==> src/rtl/brick_pkg.sv <==
// Shared types and default sizes for the brick damage writer.
package brick_pkg;

  localparam int unsigned DefNumBricks = 40;
  localparam int unsigned DefHealthW   = 3;
  localparam int unsigned DefAddrW     = 6;

  typedef enum logic [2:0] {
    StIdle,
    StInitRd,
    StInitWr,
    StReady,
    StHitRd,
    StHitWr
  } brick_state_e;

endpackage

==> src/rtl/brick_damage_writer.sv <==
// Loads brick health from the level ROM into the health RAM, then applies one point of
// damage per accepted hit with a read-modify-write.
module brick_damage_writer
  import brick_pkg::*;
#(
  parameter int unsigned NUM_BRICKS = DefNumBricks,
  parameter int unsigned HEALTH_W   = DefHealthW,
  parameter int unsigned ADDR_W     = DefAddrW
) (
  input  logic                clk,
  input  logic                resetn,
  input  logic                level_start,
  output logic [ADDR_W-1:0]   level_addr,
  input  logic [HEALTH_W-1:0] level_rdata,
  output logic [ADDR_W-1:0]   mem_addr,
  input  logic [HEALTH_W-1:0] mem_rdata,
  output logic [HEALTH_W-1:0] mem_wdata,
  output logic                mem_we,
  input  logic                hit_valid,
  input  logic [ADDR_W-1:0]   hit_idx,
  output logic                hit_ready,
  output logic                game_write,
  output logic                brick_destroyed,
  output logic [9:0]          total_health,
  output logic                init_done
);

  brick_state_e        state_q;
  logic [ADDR_W-1:0]   idx_q;
  logic [ADDR_W-1:0]   hit_q;
  logic [9:0]          total_q;
  logic                init_done_q;
  logic [10:0]         health_sum;
  logic                hit_in_range;
  logic                start_ok;

  always_comb begin
    health_sum   = {1'b0, total_q} + 11'(level_rdata);
    hit_in_range = 32'(hit_idx) < NUM_BRICKS;
    start_ok     = level_start && (state_q == StIdle || state_q == StReady);
  end

  always_ff @(posedge clk or negedge resetn) begin
    if (!resetn) begin
      state_q     <= StIdle;
      idx_q       <= '0;
      hit_q       <= '0;
      total_q     <= '0;
      init_done_q <= 1'b0;
    end else if (start_ok) begin
      state_q     <= StInitRd;
      idx_q       <= '0;
      total_q     <= '0;
      init_done_q <= 1'b0;
    end else begin
      unique case (state_q)
        StIdle:   state_q <= StIdle;
        StInitRd: state_q <= StInitWr;
        StInitWr: begin
          total_q <= health_sum[10] ? 10'd1023 : health_sum[9:0];
          if (idx_q == ADDR_W'(NUM_BRICKS - 1)) begin
            state_q     <= StReady;
            init_done_q <= 1'b1;
          end else begin
            idx_q   <= idx_q + ADDR_W'(1);
            state_q <= StInitRd;
          end
        end
        StReady: begin
          // Out-of-range hits are consumed but never reach the RAM.
          if (hit_valid && hit_in_range) begin
            hit_q   <= hit_idx;
            state_q <= StHitRd;
          end
        end
        StHitRd:  state_q <= StHitWr;
        StHitWr:  state_q <= StReady;
        default:  state_q <= StIdle;
      endcase
    end
  end

  always_comb begin
    level_addr      = '0;
    mem_addr        = '0;
    mem_wdata       = '0;
    mem_we          = 1'b0;
    game_write      = 1'b0;
    brick_destroyed = 1'b0;
    hit_ready       = (state_q == StReady) && !level_start;
    unique case (state_q)
      StInitRd: level_addr = idx_q;
      StInitWr: begin
        mem_we    = 1'b1;
        mem_addr  = idx_q;
        mem_wdata = level_rdata;
      end
      StHitRd: mem_addr = hit_q;
      StHitWr: begin
        mem_addr = hit_q;
        // A brick already at zero health takes no further damage.
        if (mem_rdata != '0) begin
          mem_we          = 1'b1;
          mem_wdata       = mem_rdata - HEALTH_W'(1);
          game_write      = 1'b1;
          brick_destroyed = (mem_rdata == HEALTH_W'(1));
        end
      end
      default: ;
    endcase
  end

  assign total_health = total_q;
  assign init_done    = init_done_q;

endmodule

==> config.mk <==
export PLATFORM = sky130hd
export DESIGN_NAME = brick_damage_writer
export DESIGN_NICKNAME = d
export VERILOG_FILES = /design/src/rtl/brick_pkg.sv /design/src/rtl/brick_damage_writer.sv
export SDC_FILE = /design/constraint.sdc
export NUM_CORES = 1
export LEC_CHECK = 0
export CAP_MARGIN = 20
export CORE_MARGIN = 8
export CORE_UTILIZATION = 49
export CTS_BUF_LIST = sky130_fd_sc_hd__clkbuf_8
export DETAILED_ROUTE_END_ITERATION = 10
export PLACE_DENSITY = 0.8
export SLEW_MARGIN = 20
export SYNTH_ARGS = -nofsm -noshare
export SYNTH_HDL_FRONTEND = slang
export SYNTH_SLANG_ARGS = --single-unit
==> constraint.sdc <==
create_clock -name clk -period 2 [get_ports clk]
set_input_delay 0.4 -clock clk [delete_from_list [all_inputs] [get_ports clk]]
set_output_delay 0.4 -clock clk [all_outputs]
set_load 0.005 [all_outputs]
; ---- After elaboration in Yosys (flattened, before gate mapping)
; Index checks and enable logic that the tools add are counted.
[word_totals]
ff_bits = 26
inputBits = 16
[op_classes]
n_addsub = 3
n_lt_le_gt_ge = 1
reduce_logical = 13
eq_ne = 9
n_bitwise = 1
n_mux = 22
[ops]
columns = operator, count
row1 = $mux W10, 3
row2 = $mux W6, 4
row3 = $pmux W3 S5, 1
row4 = $pmux W6 S2, 1
row5 = $add A10 B3 Y11, 1
row6 = $mux W3, 3
row7 = $mux W1, 7
row8 = $add A6 B1 Y6 const B, 1
row9 = $eq A3 B1 Y1 const B, 2
row10 = $eq A3 B2 Y1 const B, 2
row11 = $eq A3 B3 Y1 const B, 2
row12 = $eq A6 B6 Y1 const B, 1
row13 = $lt A6 B6 Y1 const B, 1
row14 = $pmux W3 S2, 1
row15 = $reduce_and A2 Y1, 2
row16 = $reduce_bool A2 Y1, 2
row17 = $logic_and A1 B1 Y1, 3
row18 = $logic_not A3 Y1, 1
row19 = $ne A3 B3 Y1 const B, 1
row20 = $reduce_and A3 Y1, 1
row21 = $reduce_bool A3 Y1, 1
row22 = $sub A3 B1 Y3 const B, 1
row23 = $mux W2, 1
row24 = $ne A2 B2 Y1 const B, 1
row25 = 5 further kinds, 5

; ---- Logic depth before layout (Yosys ltp)
[logic_depth]
word_depth = 5
mapped_depth = 6
depth_no_buf = 6

; ---- Least setup slack after synthesis
; No wires, ideal clock.
[synth_timing]
path_kind = reg2reg
from = reg total_q[0] (netlist: total_health[0])
to = reg total_q[4] (netlist: total_health[4])
n_path_buf = 0
setup_slack_ns = 0.168
t_arrival_ns = 1.684
path_stages_with_launch = 7
path_cell_list = dfrtp_1 -> ha_1 -> fa_1 -> a21oi_1 -> nor4_2 -> and4b_1 -> nor3_1
[synth_via]
elab_chain_cells = 4
[synth_lines]
columns = item, line_no
row1 = from (decl), brick_damage_writer.sv:31  ; logic [9:0] total_q;
row2 = from (signal assigned), brick_damage_writer.sv:60  ; total_q <= health_sum[10] ? 10'd1023 : health_sum[9:0];
row3 = $add A10 B3 Y11, brick_damage_writer.sv:38  ; health_sum = {1'b0, total_q} + 11'(level_rdata);
row4 = $mux W10, brick_damage_writer.sv:60
row5 = $mux W10, brick_damage_writer.sv:56  ; unique case (state_q)
row6 = $mux W10, brick_damage_writer.sv:50  ; end else if (start_ok) begin
; No other way between the ends. The select of a mux whose other input is x is not followed.
; A chain may end at the register's enable or synchronous reset.

; ---- Worst setup path after layout
[layout_timing]
from = reg state_q[1]
to = out brick_destroyed
[layout_via]
elab_chain_cells = 2
[layout_lines]
columns = item, line_no
row1 = from (decl), brick_damage_writer.sv:28  ; brick_state_e state_q;
row2 = from (signal assigned), brick_damage_writer.sv:45  ; state_q <= StIdle;
row3 = from (signal assigned), brick_damage_writer.sv:51  ; state_q <= StInitRd;
row4 = from (signal assigned), brick_damage_writer.sv:57  ; StIdle: state_q <= StIdle;
row5 = $eq A3 B3 Y1, brick_damage_writer.sv:91  ; unique case (state_q)
row6 = $mux W1, brick_damage_writer.sv:91
row7 = to (decl), brick_damage_writer.sv:23  ; output logic brick_destroyed,
; No other way between the ends.

==> results by group <==
Synth
  – Synth Area in XOR/XNOR: 1.597%
  – Yosys Warn Count: 0
  – Register area share after synthesis: 39.54%
  – Post-synthesis mux area share: 5.323%
  – Synth Area in Compound Gates: 16.35%
  – Main combinational cell family by area after synthesis: simple AND/OR/NAND/NOR gates
  – Async S/R FF share, synth: 100.0%
  – Post-Synthesis Cell Area: 1645 µm²
  – Syn_nets: 198
  – Synth cell types: 48
  – Simple-gate portion of the synthesized area: 25.63%
  – Most used DFF post-synth: dfrtp_1
  – Post-synthesis cell count: 175
  – Post-synth EDFFs: 0
  – #FFs+latches synth: 26
  – Mean post-synth cell area: 9.402 µm²
  – Synth Area in Adders: 5.779%

Power and ir drop
  – Pwr Total: 2639 µW
  – P_leak: 0.001204 µW
  – Pwr dens: 1027 nW/µm²
  – Max VDD drop: 0.5721 mV

Die
  – Die ar.: 5468 µm²
  – Starting Density: 50.10%
  – Die Y: 73.95 µm
  – Std cell rows: 21
  – Die W: 73.95 µm
  – Ports: 46
  – Core Region: 3284 µm²

STA
  – # setup viols final: 0
  – Worst Slack Setup Final: 0.03118 ns
  – Final min period: 1.969 ns
  – RSZ-0062 raised after global routing: true
  – Worst Tran Pin Value: 0.6275 ns
  – Fin. max-slew vios: 0
  – Final Hold Fails: 0
  – Setup total negative slack: 0 ns
  – Final worst path period share: 98.44%
  – Max_slew headroom: 57.71%
  – FMAX: 0.5079 GHz
  – Worst Skew: 0.008305 ns

Critical path
  – CP Launch Type: flip-flop
  – Worst setup EP type: output pin
  – RR Startpoint: state_q[2]
  – Reg-to-reg setup timing slack: 0.06 ns
  – Critical Path End: brick_destroyed
  – WP data arrival: 1.57 ns
  – Critical path type: flip-flop to output pin
  – Crit path from: state_q[1]
  – Worst path required time: 1.60 ns
  – CP Max Fanout: 2
  – R2R cell count: 7
  – RR Endpoint: total_health[5]

Drt
  – Drt first pass iters: 4
  – Routed WL per cell: 17.16 µm
  – WL met3: 215 µm
  – Drt drc: 0
  – Routed WL: 5.198 mm
  – WL met2: 2.850 mm
  – Post-DR vias/cell: 5.535
  – Vias: 1,677
  – DR top layer: met4
  – Initial DRC Count: 85
  – Routed Antenna Nets: 0
  – Met1 WL: 2.003 mm

Clock tree
  – CTS Buf Count: 3
  – CTS clock-pin slew for the worst setup and hold paths: 0.10 ns
  – Worst-skew pair later-pin latency: 0.28 ns
  – Root buffer cell: clkbuf_8
  – H-tree depth: 1
  – Max Buffers Root-to-Sink: 2
  – TritonCTS clock tree: yes
  – Post-CTS Hold Buffers: 0
  – Clock sinks: 26

Placement
  – Input/output buffers: 45
  – GPL Wtd Cong: 0.9097
  – Pre-CTS WS: -0.7959 ns
  – DP HPWL: 3.535 mm

Global route
  – Global-route wire length before repair: 8.549 mm
  – Initial antenna violation count: 0
  – Total GRT Usage: 19.47%
  – Largest net degree at the start of global routing: 27
  – Vias in the first global route: 1,805
  – Total grt overflow: 0

Run
  – Max cap viols: 0

Outcome
  – Outcome: finished clean

Final layout
  – Commonest non-fill, non-tap cell in the layout: buf_4
  – Layout Area Growth over Synthesis: 56.20%
  – Fraction of layout cells with a size suffix above 1: 38.91%
  – Commonest cells after routing, fill and taps aside: 31 x buf_4, 26 x dfrtp_1, 23 x clkdlybuf4s50_1
  – Final Net Count: 281
  – # diodes: 0
  – Fill count: 205
  – Fin util: 78.25%

Worst hold path
  – Hold crit path type: input pin to asynchronous set/reset pin
==> how the worst min path moves through the flow <==
stage                   from        to  slack (ns)
finish                resetn  idx_q[0]        0.48
detailed placement  hit_q[4]  hit_q[4]        0.50
global route          resetn  idx_q[0]        0.53
global placement    hit_q[5]  hit_q[5]        0.49
CTS                   resetn  idx_q[0]        0.49
floorplan             resetn  hit_q[0]        0.10
==> cells in the mapped netlist, types with 2 or more instances <==
master    number  share of area, %
dfrtp_1       26                40
nand2_1       21               4.8
o21ai_0       14               4.3
nor2_1        11               2.5
a21oi_1        8               2.4
inv_1          8               1.8
nand3_1        7               2.1
and2_1         6               2.3
ha_1           6               4.6
mux2_2         6               4.1
nor3_1         5               1.5
buf_6          4               2.7
and3_1         3               1.1
nand4_1        3               1.1
nor2b_1        3               1.1
o31ai_1        3               1.4
a21oi_2        2               1.1
a31oi_1        2              0.76
and4b_1        2               1.2
clkbuf_1       2              0.46
mux2i_1        2               1.2
nor3b_1        2              0.91
o211ai_2       2               1.5
or2_2          2              0.76
xor2_1         2               1.1
==> layout make-up <==
type	count	area, µm²	area share, %
inverters	8	30.03	1.168
repair buffers	86	740.7	28.82
flip-flops and latches	26	650.6	25.32
clock buffers	3	41.29	1.607
multi-input cells	133	1020	39.68
clock inverters	1	30.03	1.168
well taps	46	57.56	2.240
==> state kept, by name, indices dropped and copies added, names as in the netlist <==
| register | count |
|---|---|
| hit_q | 6 |
| idx_q | 6 |
| init_done | 1 |
| state_q | 3 |
| total_health | 10 |
==> layer usage <==
metal  track usage (%)  up-vias
met5                 0        -
met4             7.539        0
met3             1.348       12
met2             36.62       44
met1             22.07      835
li1                  -      786
==> logic make-up after synthesis <==
group                      after synthesis
AOI/OAI and AO/OA                       40
xor gates and xnor gates                 3
adders and majority gates                7
buffers and inverters                   16
DFF                                     26
muxes                                    8
and+or+nand+nor                         75
==> per-stage QoR <==
| stage | cell area [µm²] | instances | hold WS [ns] |
|---|---|---|---|
| floorplan | 1645 | 175 | 0.1044 |
| global placement | 2298 | 286 | 0.4898 |
| detailed placement | 2298 | 286 | 0.4971 |
| CTS | 2440 | 297 | 0.4943 |
| global route | 2570 | 303 | 0.5282 |
| finish | 2570 | 303 | 0.4839 |
==> power breakdown <==
group | internal, µW | switching [µW] | total (µW)
Clock | 268 | 175 | 443
Sequential | 708 | 226 | 934
Combinational | 699 | 564 | 1260
Total | 1670 | 965 | 2640
==> repair_timing <==
| item | 4_1_cts | 5_1_grt |
|---|---|---|
| pin swaps | 5 | 7 |
| gates resized for setup | 71 | 36 |
| endpoints found under the setup margin | 26 | 29 |
| buffers inserted | 8 | 7 |
==> critical path, cell delays in order (launching register included) <==
cell and delay [ns]:
dfrtp_1 0.40, and2b_1 0.23, nand2_2 0.06, or2_4 0.24, nor4b_2 0.21, buf_2 0.15
No activity file was read; power rests on OpenSTA's default activity.
